### config.mk
export PLATFORM = sky130hd
export DESIGN_NAME = iob_uart16550_ctrl
export DESIGN_NICKNAME = d
export VERILOG_FILES = /design/src/rtl/iob_uart16550_ctrl.sv
export SDC_FILE = /design/constraint.sdc
export NUM_CORES = 1
export LEC_CHECK = 0
export BUFFER_PORTS_ARGS = -buffer_cell sky130_fd_sc_hd__clkbuf_2
export CAP_MARGIN = 25
export CORE_ASPECT_RATIO = 1.1
export CORE_MARGIN = 5
export CORE_UTILIZATION = 51
export CTS_BUF_LIST = sky130_fd_sc_hd__clkbuf_8
export DETAILED_ROUTE_END_ITERATION = 10
export GPL_ROUTABILITY_DRIVEN = 0
export GPL_TIMING_DRIVEN = 0
export PLACE_DENSITY = 0.94
export SYNTH_ARGS = -nofsm -noshare
export SYNTH_HDL_FRONTEND = slang
export SYNTH_SLANG_ARGS = --single-unit
### constraint.sdc
create_clock -name clk_i -period 2.4 [get_ports clk_i]
set_input_delay 0.12 -clock clk_i [delete_from_list [all_inputs] [get_ports clk_i]]
set_output_delay 0.12 -clock clk_i [all_outputs]
set_load 0.02 [all_outputs]
### src/rtl/iob_uart16550_ctrl.sv
// IOb-bus master that initialises a uart16550 and then moves TX/RX bytes by polling LSR.
module iob_uart16550_ctrl #(
    parameter logic [15:0] DIV     = 16'd27,
    parameter logic [7:0]  LCR_CFG = 8'h03,
    parameter logic [7:0]  FCR_CFG = 8'h07
) (
    input  logic        clk_i,
    input  logic        rst_n_i,
    input  logic        restart_i,
    output logic        done_o,
    input  logic        tx_valid_i,
    input  logic [7:0]  tx_data_i,
    output logic        tx_ready_o,
    output logic        rx_valid_o,
    output logic [7:0]  rx_data_o,
    output logic        rx_err_o,
    input  logic        rx_ready_i,
    output logic        iob_avalid_o,
    output logic [2:0]  iob_addr_o,
    output logic [31:0] iob_wdata_o,
    output logic [3:0]  iob_wstrb_o,
    input  logic        iob_ready_i,
    input  logic        iob_rvalid_i,
    input  logic [31:0] iob_rdata_i
);

    localparam logic [2:0] AddrRbr = 3'd0;
    localparam logic [2:0] AddrLsr = 3'd5;

    typedef enum logic [2:0] {
        StInit,
        StIdle,
        StLsrRd,
        StLsrWait,
        StThrWr,
        StRbrRd,
        StRbrWait
    } state_e;

    state_e      state_q;
    logic [2:0]  step_q;
    logic        prio_q;    // 1: RX is favoured at the next tie
    logic        cls_tx_q;  // LSR poll in flight belongs to the TX path
    logic        err_q;
    logic        avalid_q;
    logic [2:0]  addr_q;
    logic [31:0] wdata_q;
    logic [3:0]  wstrb_q;
    logic        done_q;
    logic        rx_valid_q;
    logic [7:0]  rx_data_q;
    logic        rx_err_q;

    logic [10:0] init_cur;
    logic [10:0] init_nxt;
    logic [7:0]  rd_byte;
    logic        tx_req;
    logic        rx_req;
    logic        pick_tx;

    // Init write table entry: {addr, data}.
    function automatic logic [10:0] init_wr(input logic [2:0] idx);
        case (idx)
            3'd0:    return {3'd3, 8'h80 | LCR_CFG};
            3'd1:    return {3'd0, DIV[7:0]};
            3'd2:    return {3'd1, DIV[15:8]};
            3'd3:    return {3'd3, LCR_CFG};
            3'd4:    return {3'd2, FCR_CFG};
            default: return {3'd1, 8'h00};
        endcase
    endfunction

    function automatic logic [3:0] lane_strb(input logic [2:0] addr);
        return 4'b0001 << addr[1:0];
    endfunction

    // Decode init table, read lane and arbitration request.
    always_comb begin
        init_cur = init_wr(step_q);
        init_nxt = init_wr(step_q + 3'd1);
        rd_byte  = iob_rdata_i[{addr_q[1:0], 3'b000} +: 8];
        tx_req   = tx_valid_i;
        rx_req   = ~rx_valid_q;
        pick_tx  = tx_req & (~rx_req | ~prio_q);
    end

    // Sequencer FSM with registered bus and stream outputs.
    always_ff @(posedge clk_i) begin
        if (!rst_n_i) begin
            state_q    <= StInit;
            step_q     <= 3'd0;
            prio_q     <= 1'b0;
            cls_tx_q   <= 1'b0;
            err_q      <= 1'b0;
            avalid_q   <= 1'b0;
            addr_q     <= 3'd0;
            wdata_q    <= 32'd0;
            wstrb_q    <= 4'd0;
            done_q     <= 1'b0;
            rx_valid_q <= 1'b0;
            rx_data_q  <= 8'd0;
            rx_err_q   <= 1'b0;
        end else begin
            if (rx_valid_q && rx_ready_i) begin
                rx_valid_q <= 1'b0;
            end
            unique case (state_q)
                StInit: begin
                    if (!avalid_q) begin
                        avalid_q <= 1'b1;
                        addr_q   <= init_cur[10:8];
                        wdata_q  <= {4{init_cur[7:0]}};
                        wstrb_q  <= lane_strb(init_cur[10:8]);
                    end else if (iob_ready_i) begin
                        if (step_q == 3'd5) begin
                            avalid_q <= 1'b0;
                            wstrb_q  <= 4'd0;
                            done_q   <= 1'b1;
                            state_q  <= StIdle;
                        end else begin
                            step_q   <= step_q + 3'd1;
                            addr_q   <= init_nxt[10:8];
                            wdata_q  <= {4{init_nxt[7:0]}};
                            wstrb_q  <= lane_strb(init_nxt[10:8]);
                        end
                    end
                end
                StIdle: begin
                    if (restart_i) begin
                        done_q  <= 1'b0;
                        step_q  <= 3'd0;
                        state_q <= StInit;
                    end else if (tx_req || rx_req) begin
                        cls_tx_q <= pick_tx;
                        prio_q   <= pick_tx;
                        avalid_q <= 1'b1;
                        addr_q   <= AddrLsr;
                        wstrb_q  <= 4'd0;
                        state_q  <= StLsrRd;
                    end
                end
                StLsrRd: begin
                    if (iob_ready_i) begin
                        avalid_q <= 1'b0;
                        state_q  <= StLsrWait;
                    end
                end
                StLsrWait: begin
                    if (iob_rvalid_i) begin
                        if (cls_tx_q) begin
                            // Re-check tx_valid_i so a withdrawn byte is never written.
                            if (rd_byte[5] && tx_valid_i) begin
                                avalid_q <= 1'b1;
                                addr_q   <= AddrRbr;
                                wdata_q  <= {4{tx_data_i}};
                                wstrb_q  <= 4'b0001;
                                state_q  <= StThrWr;
                            end else begin
                                state_q  <= StIdle;
                            end
                        end else if (rd_byte[0]) begin
                            err_q    <= |rd_byte[4:1];
                            avalid_q <= 1'b1;
                            addr_q   <= AddrRbr;
                            wstrb_q  <= 4'd0;
                            state_q  <= StRbrRd;
                        end else begin
                            state_q  <= StIdle;
                        end
                    end
                end
                StThrWr: begin
                    if (iob_ready_i) begin
                        avalid_q <= 1'b0;
                        wstrb_q  <= 4'd0;
                        state_q  <= StIdle;
                    end
                end
                StRbrRd: begin
                    if (iob_ready_i) begin
                        avalid_q <= 1'b0;
                        state_q  <= StRbrWait;
                    end
                end
                StRbrWait: begin
                    if (iob_rvalid_i) begin
                        rx_data_q  <= rd_byte;
                        rx_err_q   <= err_q;
                        rx_valid_q <= 1'b1;
                        state_q    <= StIdle;
                    end
                end
                default: state_q <= StInit;
            endcase
        end
    end

    // Output mapping; tx_ready_o marks the accepting cycle of the THR write.
    always_comb begin
        done_o       = done_q;
        tx_ready_o   = (state_q == StThrWr) & avalid_q & iob_ready_i;
        rx_valid_o   = rx_valid_q;
        rx_data_o    = rx_data_q;
        rx_err_o     = rx_err_q;
        iob_avalid_o = avalid_q;
        iob_addr_o   = addr_q;
        iob_wdata_o  = wdata_q;
        iob_wstrb_o  = wstrb_q;
    end

endmodule

Word level (Yosys, flattened, before mapping)
Cells that the tools add are included.

Output and inout bits: 52. Input port bits: 47. Flip-flop bits (word level): 59.

Reduce and logical (&&, ||, !) cells: 23. Add/sub/neg operators: 1. Mux-type cells: 68. Shifts and indexed selects: 3. Equal/unequal tests: 33. Bitwise gates (word level): 7.

Operators by type and width (number): 2-to-1 mux 32 bit (6); one-hot mux 10 bit (4 select lines) (2); 2-to-1 mux 3 bit (26); one-hot mux 32 bit (2 select lines) (1); 2-to-1 mux 4 bit (10); indexed part select 32 x 6 -> 8 bit (1); inequality test 2 bit (second input constant) (14); one-hot mux 3 bit (7 select lines) (1); == test 3 bit (second input constant) (6); 2-to-1 mux 1 bit (17); one-hot mux 4 bit (4 select lines) (1); AND reduction 8 bit (2); inequality test 3 bit (second input constant) (5); == test 3 x 2 -> 1 bit (second input constant) (4); AND reduction 5 bit (2); == test 3 x 1 -> 1 bit (second input constant) (3); zero test 3 bit (3); one-hot mux 3 bit (3 select lines) (1); AND reduction 9 bit (1); nonzero test 4 bit (2); left shift 1 x 2 -> 4 bit (first input constant) (2); AND reduction 7 bit (1); one-hot mux 3 bit (2 select lines) (1); AND reduction 6 bit (1); other kinds (16) (22).

Logic depth before layout (Yosys ltp)
Gate-level depths: netlist of run 1.

Word-level depth: 8. Depth in mapped cells: 9. Gate-level depth less buffers: 7.

Worst setup path after synthesis of run 1
No wires, ideal clock.

Path type: reg2reg. From: register step_q[2]. To: register addr_q[1] (netlist: iob_addr_o[1]). Setup slack: 337 ps. Stages on the path, launching flop included: 9. Library setup time: 70 ps. Period minus slack after synthesis: 2063 ps. Required time: 2330 ps. Buffers on the path: 1. Data arrival time: 1992 ps. Cells stage by stage: dfxtp_1 > clkbuf_1 > inv_1 > ha_1 > a21oi_1 > nor3_1 > a21oi_1 > or4_1 > a21oi_1.

Cells in the longest elaborated chain, start to end: 7. Elaborated cells between the ends (all ways): 18. Classes of those cells: add/sub (1); eq/ne (8); mux (6); reduce/logical (3).

RTL lines: start, declared (line 41) `logic [2:0] step_q;`; start signal, assigned (line 121) `step_q <= step_q + 3'd1;`; adder 3 x 1 -> 3 bit (line 80) `init_nxt = init_wr(step_q + 3'd1);`; == test 3 bit, or another cell as far along (line 63) `case (idx)`; one-hot mux 10 bit (4 select lines) (line 63); 2-to-1 mux 3 bit (line 115) `if (step_q == 3'd5) begin`; 2-to-1 mux 3 bit (line 114) `end else if (iob_ready_i) begin`; 2-to-1 mux 3 bit (line 109) `if (!avalid_q) begin`; one-hot mux 3 bit (3 select lines) (line 107) `unique case (state_q)`; end signal, assigned (line 111) `addr_q <= init_cur[10:8];`; end signal, assigned (line 122) `addr_q <= init_nxt[10:8];`; end signal, assigned (line 137) `addr_q <= AddrLsr;`; end, declared (line 46) `logic [2:0] addr_q;`.

Parallel ways exist; a longest one is shown, timed or not. The select of a mux whose other input is x is not followed. A chain may end at the register's enable or synchronous reset.

Worst setup path after layout of run 1
Ends and elaborated chain as after synthesis.

==> metrics.csv, run 1 <==
stage;metric;value;unit
yosys;syn_area;2590;µm²
yosys;synth_top_family_by_area;compound AO/OA/AOI/OAI gates;
finish;fin_util;0.653;
global_route;grt_pass1_vias;2687;
yosys;synth-simple-area-share;0.214;
global_route;overflow;0;
setup_path;critPathRequiredTime;2630;ps
power;total_power;1420;µW
yosys;synth_area_leader_cell;dfxtp_1;
flow_run;max-cap-violations;0;
timing;max_freq;440;MHz
power;p_leak;0.00155;µW
yosys;muxShareOfSynthArea;0.120;
global_route;grt_usage;0.236;
route;ant_nets;0;
power;power_density;439;nW/µm²
timing;worst_slew_pin_slew;594;ps
yosys;synth_xor_area_frac;0;
clock_network;cts.sinks;35;
global_route;grt_pass1_wl;12800;µm
setup_path;cp_slowest_cell;ha_1;
setup_path;r2r-start;step_q[2];
clock_network;htree_num_levels;2;
setup_path;cp.arrival;2500;ps
timing;fin_tns_setup;0;ps
route;wl_per_cell;16.9;µm
timing;max-slew-margin-rel;0.604;
route;dr.first_iter.drc_count;336;
clock_network;cts_buffers;5;
timing;timing.hold.ws;81.8;ps
setup_path;worst_path_most_repeated_cell;a21oi_1;
floorplan;die_width;78.0;µm
clock_network;clk_pin_slew_worst_paths;80;ps
timing;fin_crit_sh;0.946;
yosys;synth_fa_ha_area_frac;0.0338;
finish;synthToLayoutAreaGrowth;25.1;%
placement;dp_slack;25.0;ps
route;dr.pass1.iters;5;
setup_path;path_delay_family;simple AND/OR/NAND/NOR gates;
yosys;synth.top_cell.area_share;0.270;
setup_path;path_buf_inv;2;
setup_path;crit_chain;clkbuf_2 > inv_1 > ha_1 > a21oi_1 > nor3_2 > a21oi_1 > or4_1 > a21oi_1;
finish;drive_above_1_share;0.375;
min_path;min_to;iob_wdata_o[29];
setup_path;end_kind;flop;
global_route;antenna_found_initial;0;
min_path;hold_path.class;in2reg;
timing;fin_ws;129;ps
global_route;grt_max_degree;12;
route;drt-total-wl;8020;µm
yosys;yosysWarnings;0;
timing;final-setup-viol-count;0;
finish;fin_nets;469;
setup_path;worstPathMaxFanout;10;
placement;port_buffers;96;
yosys;async_flop_share;0;
setup_path;crit_path_max_incr_delay;420;ps
yosys;ys_ff_latch;35;
timing;skew;14.5;ps
yosys;synth-seq-area-share;0.270;
clock_network;cts.path.max_buffers;2;
floorplan;die_area;6610;µm²
timing;period_minus_slack;2270;ps
route;via_per_inst;5.97;
yosys;synth_flop_cell;dfxtp_1;
yosys;synth_edf_count;0;
finish;diodes;0;
route;drc;0;
clock_network;clockRootBuffer;clkbuf_8;
yosys;synth-compound-area-share;0.235;
setup_path;cp-start-kind;flop;
floorplan;core_area;4970;µm²
yosys;yosys-top-cells-area;dfxtp_1, buf_4, nand2_1;
setup_path;r2r_slack;130;ps
yosys;yosysUniqueCellTypes;65;
route;num_vias;2832;
floorplan;start_util;0.522;
clock_network;worstSkewPairLatency;300;ps
yosys;synthCells;312;
run_status;status;completed;
setup_path;path_class;reg2reg;
yosys;syn-num-nets;366;
floorplan;ios;99;
min_path;holdPathStages;3;
timing;drv_slew;0;
min_path;holdCritStartpoint;tx_data_i[5];
floorplan;std_cell_rows;27;
floorplan;die-height;84.8;µm
placement;place_hpwl;6090;µm
yosys;syn_area_per_cell;8.31;µm²
clock_network;cts_tree;built;
setup_path;rr_endpoint;iob_addr_o[1];
timing;finalHoldViolCount;0;
setup_path;r2r_cells;8;
power;irDropWorstVdd;205;µV
flip-flops by register name, indices dropped and copies added (netlist names):
signal / flops
iob_wstrb_o: 4
err_q: 1
rx_data_o: 8
done_o: 1
rx_err_o: 1
state_q: 3
iob_wdata_o: 8
cls_tx_q: 1
rx_valid_o: 1
iob_addr_o: 3
step_q: 3
iob_avalid_o: 1
cells in the final DEF (no fill, tap or decap), types with 3 or more instances in the layout:
master | Yosys | routed
clkbuf_1 | 10 | 8
clkbuf_8 | 0 | 5
nor2_1 | 17 | 17
buf_4 | 26 | 26
o21ai_0 | 8 | 8
o211ai_1 | 8 | 8
mux2i_1 | 10 | 10
inv_1 | 11 | 12
o31ai_1 | 3 | 3
a31oi_1 | 6 | 6
buf_2 | 4 | 4
a21oi_1 | 27 | 27
mux4_2 | 3 | 3
nor2b_1 | 9 | 9
nand2_1 | 38 | 38
a32o_1 | 3 | 3
ha_1 | 7 | 7
and3_1 | 4 | 4
dfxtp_1 | 35 | 35
nand4_1 | 3 | 3
mux4_1 | 4 | 4
nand3_1 | 14 | 14
clkbuf_2 | 1 | 99
nand2b_1 | 5 | 5
synthesized netlist by cell type (all sizes together) (5+ instances only):
cell type   n
nand2      38
dfxtp      35
nor2b       9
mux4        7
nand3      14
a31oi       6
ha          7
mux2i      10
nand2b      5
and3        5
a21oi      27
buf        33
o211ai      8
o21ai      10
inv        11
clkbuf     11
nor2       18
worst reg2reg max path, delay by kind of cell, from the launching register on:
| family | cells | cell delay [ps] |
|---|---|---|
| buf+inv | 2 | 380 |
| fa+ha+maj | 1 | 420 |
| flops | 1 | 380 |
| simple gates | 2 | 630 |
| compound gates | 3 | 400 |
through the flow:
step           area, µm²  instances
2_1_floorplan       2590        312
3_5_place_dp        3150        466
6_report            3240        474
5_1_grt             3240        474
3_3_place_gp        3150        466
4_1_cts             3230        474
cell families (layout without fill, tap and decap cells):
group / count (synthesis) / after routing
compound gates: 85 / 85
buf+inv: 56 / 160
fa+ha+maj: 7 / 7
mux: 20 / 20
simple gates: 109 / 109
flops: 35 / 35
power breakdown:
group	switching (µW)	internal, µW
clock network	223	198
logic	208	172
registers	21.6	599
repair_timing:
action	CTS	global route
resized for setup	1	4
buffers inserted	0	0
endpoints found under the setup margin	1	4
hold buffers	0	0
cell type report:
cell class | count | area, µm²
Clock inverter | 3 | 16.3
Timing Repair Buffer | 96 | 480
Inverter | 12 | 45.0
Sequential cell | 35 | 701
Tap cell | 58 | 72.6
Multi-Input combinational cell | 221 | 1570
Buffer | 44 | 287
Clock buffer | 5 | 68.8
Fill cell | 393 | 1720
worst max-delay path by stage:
stage	from	cells past startpoint	end	slack [ps]
floorplan	step_q[2]	8	iob_addr_o[1]	340
global placement	step_q[2]	8	iob_addr_o[1]	30
detailed placement	step_q[2]	8	iob_addr_o[1]	20
CTS	step_q[1]	8	iob_addr_o[1]	20
global route	step_q[2]	8	iob_addr_o[1]	-2
finish	step_q[2]	8	iob_addr_o[1]	130
layer usage:
| metal | vias up | track usage | part of all wire |
|---|---|---|---|
| met5 | - | 0 | 0 |
| met4 | 0 | 0.115 | 0.045 |
| met3 | 36 | 0.0504 | 0.093 |
| met2 | 164 | 0.426 | 0.52 |
| met1 | 1312 | 0.258 | 0.34 |
| li1 | 1320 | - | - |
Power figures use the tool's default switching activity.
==> run 2: changes to the inputs <==
- CORE_UTILIZATION: 51 -> 46
- PLACE_DENSITY: 0.94 -> 0.9
- clock period: 2.4 -> 2 ns (I/O delays scaled with it)
==> run 2 against run 1 <==
Effect of this change:
- clock skew is 6.5 ps lower
- total power is 20% higher
- cell count is 4.2% higher
- design area up 5.9%
- register-to-register slack lost 96 ps
- via count grew 2.1%
- clock power up 12%
- non-clock buffer count is 5 higher
- critical path depth stayed put
- largest power group unchanged
- sequential power increased by 20%
- wire length increased by 5.5%
- count of clock-buffer cells in the layout is the same
==> metrics.csv, run 2 (same netlist as run 1, synthesis figures left out) <==
stage;metric;value;unit
route;dr.first_iter.drc_count;456;
setup_path;critPathRequiredTime;2220;ps
floorplan;die-height;88.8;µm
setup_path;r2r_cells;8;
power;irDropWorstVdd;280;µV
timing;max_freq;508;MHz
floorplan;start_util;0.478;
timing;skew;7.94;ps
clock_network;cts.sinks;35;
finish;most-common-layout-cells;clkbuf_2, nand2_1, buf_4;
timing;max-slew-margin-rel;0.588;
setup_path;cp-start-kind;flop;
run_status;status;completed;
finish;final.fill_count;434;
setup_path;cp.arrival;2180;ps
setup_path;r2r-start;step_q[2];
finish;fin_util;0.632;
timing;period_minus_slack;1970;ps
global_route;overflow;0;
route;wl_per_cell;17.1;µm
floorplan;std_cell_rows;28;
floorplan;core_area;5430;µm²
placement;port_buffers;96;
floorplan;ios;99;
finish;final_common_cell;clkbuf_2;
clock_network;worstSkewPairLatency;290;ps
finish;diodes;0;
min_path;holdCritStartpoint;tx_data_i[6];
global_route;antenna_found_initial;0;
clock_network;clockRootBuffer;clkbuf_8;
power;p_leak;0.00159;µW
power;power_density;499;nW/µm²
clock_network;cts_buffers;5;
min_path;hold_path.class;in2reg;
setup_path;cp-endpoint;iob_addr_o[1];
route;num_vias;2891;
clock_network;clk_pin_slew_worst_paths;70;ps
clock_network;htree_num_levels;2;
route;drc;0;
clock_network;cts_hold_buf;0;
route;ant_nets;0;
timing;fin_crit_sh;0.984;
setup_path;worstPathMaxFanout;10;
route;drt-total-wl;8460;µm
global_route;grt_max_degree;11;
route;via_per_inst;5.85;
setup_path;critPathLaunch;step_q[2];
floorplan;die_width;81.6;µm
clock_network;cts.path.max_buffers;2;
global_route;grt_pass1_vias;2619;
setup_path;rr_endpoint;iob_addr_o[1];
timing;worst_slew_pin_slew;616;ps
finish;synthToLayoutAreaGrowth;32.4;%
route;dr.pass1.iters;5;
timing;drv_slew;0;
setup_path;end_kind;flop;
setup_path;path_class;reg2reg;
flow_run;max-cap-violations;0;
global_route;grt_usage;0.222;
finish;fin_nets;474;
timing;finalHoldViolCount;0;
clock_network;cts_tree;built;
timing;final-setup-viol-count;0;
finish;drive_above_1_share;0.427;
timing;timing.hold.ws;51.0;ps
global_route;grt_pass1_wl;12500;µm
floorplan;die_area;7240;µm²
setup_path;r2r_slack;30;ps
placement;place_hpwl;6060;µm
[run 2: cell types whose count changed in the layout (fill, tap and decap cells not counted), sizes merged]
cell / change
buf: +5
clkinv: -1
clkinvlp: -1
[run 2: layout make-up]
type	instances	area, µm²	area share
clock buffers	5	68.8	0.0200
clock inverters	1	3.75	0.00109
repair buffers	101	518	0.151
plain buffers	44	320	0.0933
inverters	12	47.5	0.0138
well taps	75	93.8	0.0273
multi-input cells	221	1670	0.486
flip-flops and latches	35	714	0.208
[run 2: per-layer routing]
layer | global-route usage | part of all wire | up-vias
met5 | 0 | 0 | -
met3 | 0.0407 | 0.080 | 32
met4 | 0.103 | 0.040 | 0
met2 | 0.395 | 0.53 | 177
li1 | - | - | 1344
met1 | 0.255 | 0.35 | 1338
[run 2: where the power goes]
part | switching, µW | internal (µW) | leakage (µW)
Clock | 247 | 227 | 0.0000413
Sequential | 28.9 | 718 | 0.000287
Combinational | 260 | 232 | 0.00126
Total | 536 | 1180 | 0.00159
[run 2: how the worst min path moves through the flow]
stage / cells past startpoint / endpoint
floorplan: 2 / iob_wdata_o[29]
global placement: 3 / iob_wdata_o[29]
detailed placement: 3 / iob_wdata_o[30]
CTS: 3 / iob_wdata_o[30]
global route: 3 / iob_wdata_o[30]
finish: 3 / iob_wdata_o[30]
[run 2: critical path, cell delays in order, from the launching register on]
cell and delay, ps:
dfxtp_2 360, buf_8 150, inv_2 90, ha_4 310, a21oi_1 100, nor3_2 210, a21oi_1 110, or4_1 410
a21oi_1 140
[run 2: what timing repair did]
item                                    CTS  global route
hold endpoints to repair                  0             0
resized for setup                        22            20
pin swaps                                 0             3
buffers inserted                          0             5
endpoints found under the setup margin   14            17
[run 2: metrics by stage]
step,instances,setup TNS (ps),worst slack [ps],power (µW),cell area (µm²)
final,494,0,32.8,1710,3430
after global routing,494,-35.6,-35.6,1780,3430
after CTS,489,0,5.37,1680,3320
after detailed placement,483,-664,-230,1200,3170
after global placement,483,-495,-231,1190,3170
after floorplan,312,0,7.98,1060,2600
==> run 3: changes to the inputs <==
- CORE_MARGIN: 5 -> 3
- GPL_TIMING_DRIVEN: 0 -> not set
==> run 3 against run 2 <==
Effect of this change:
- cell count is 3.8% lower
- non-clock buffer count is 20 lower
- die area shrank 9.2%
- critical path depth decreased by 3
- fmax rose by 2.9%
- total power shrank 0.54%
- largest power group unchanged
==> metrics.csv, run 3 (same netlist as run 1, synthesis figures left out) <==
stage;metric;value;unit
finish;fin_nets;454;
route;wl_per_cell;16.5;µm
placement;place_hpwl;5860;µm
clock_network;cts_tree;built;
floorplan;start_util;0.478;
clock_network;cts_setup_buffers;0;
power;p_sw;521;µW
power;clockPowerShare;0.309;
clock_network;clk_pin_slew_worst_paths;70;ps
timing;period_minus_slack;1910;ps
timing;drv_slew;0;
power;p_sw_frac;0.306;
route;dr.pass1.iters;5;
power;sequentialPowerShare;0.436;
floorplan;std_cell_rows;28;
power;power_frac_comb;0.255;
clock_network;cts.path.max_buffers;2;
global_route;grt_max_degree;23;
setup_path;cp.arrival;2090;ps
timing;fin_crit_sh;0.956;
power;power_density;526;nW/µm²
floorplan;die_area;6580;µm²
finish;most-common-layout-cells;clkbuf_2, nand2_1, dfxtp_1;
setup_path;end_kind;flop;
timing;worst_slew_pin_slew;555;ps
clock_network;clockRootBuffer;clkbuf_8;
finish;drive_above_1_share;0.390;
route;num_vias;2736;
timing;max_freq;523;MHz
clock_network;worstSkewPairLatency;290;ps
finish;final.fill_count;449;
clock_network;cts.sinks;35;
route;ant_nets;0;
setup_path;cp-start-kind;flop;
clock_network;cts_hold_buf;0;
setup_path;critPathRequiredTime;2180;ps
route;dr.first_iter.drc_count;308;
clock_network;htree_num_levels;2;
finish;diodes;0;
global_route;grt_pass1_wl;12300;µm
clock_network;cts_buffers;5;
timing;finalHoldViolCount;0;
placement;dpl-instance-area;3110;µm²
run_status;status;completed;
setup_path;worstPathMaxFanout;12;
finish;final_common_cell;clkbuf_2;
timing;max-slew-margin-rel;0.630;
setup_path;path_class;reg2reg;
power;p_int;1180;µW
flow_run;max-cap-violations;0;
power;irDropWorstVdd;296;µV
global_route;overflow;0;
finish;synthToLayoutAreaGrowth;24.7;%
route;via_per_inst;5.76;
floorplan;die_width;77.6;µm
finish;postLayoutCellArea;3240;µm²
timing;skew;3.57;ps
timing;final-setup-viol-count;0;
timing;timing.hold.ws;55.2;ps
power;p_leak;0.00150;µW
route;drc;0;
min_path;hold_path.class;in2reg;
floorplan;die-height;84.8;µm
global_route;antenna_found_initial;0;
global_route;grt_pass1_vias;2674;
floorplan;core_area;5430;µm²
placement;port_buffers;98;
route;drt-total-wl;7850;µm
global_route;grt_usage;0.229;
floorplan;ios;99;
## run 3: per-layer routing
metal	part of all wire	up-vias	track usage	wire length (µm)
li1	-	1293	-	-
met4	0.051	0	0.133	404
met2	0.52	149	0.410	4050
met1	0.37	1254	0.248	2910
met5	0	-	0	0
met3	0.061	40	0.0472	477
## run 3: power groups by stage
stage	registers, µW	clock network [µW]	logic, µW
finish	743	526	434
global route	748	559	463
CTS	742	534	422
detailed placement	758	0	418
global placement	756	0	405
floorplan	779	0	277
## run 3: path summary, 6_finish.rpt
check	endpoint	startpoint	slack [ps]	cells after the start
setup / recovery	err_q	iob_addr_o[0]	90	5
hold / removal	iob_wdata_o[30]	tx_data_i[6]	60	3
hold reg to reg	rx_data_o[0]	rx_data_o[0]	450	2
setup reg to reg	err_q	iob_addr_o[0]	90	5
## run 3: area by class of cell
type,count,area [µm²],share of cell area
inverter,12,45.0,0.0139
multi-input combinational,221,1600,0.495
sequential,35,703,0.217
timing repair buffer,125,706,0.218
clock inverter,1,5.00,0.00155
tap,75,93.8,0.0290
clock buffer,6,82.6,0.0255
## run 3: repair_timing
item,4_1_cts,5_1_grt
pin swaps,0,1
resized for setup,2,7
endpoints found under the setup margin,1,10
## run 3: metrics by stage
step                      utilization  setup slack (ps)  power [µW]  std cells  TNS (ps)
after floorplan                     -              7.98        1060        312         0
after global placement          0.573              92.4        1160        468         0
after detailed placement        0.573             -26.2        1180        468     -26.2
after CTS                       0.591              27.1        1700        475         0
after global routing            0.596             -1.74        1770        475     -1.74
final                           0.596              87.3        1700        475         0
## run 3: critical path, cell delays in order (launching register included)
cell and delay [ps]:
dfxtp_1 420, buf_12 170, mux4_2 500, or4_1 520, mux2i_1 130, nor2_1 50
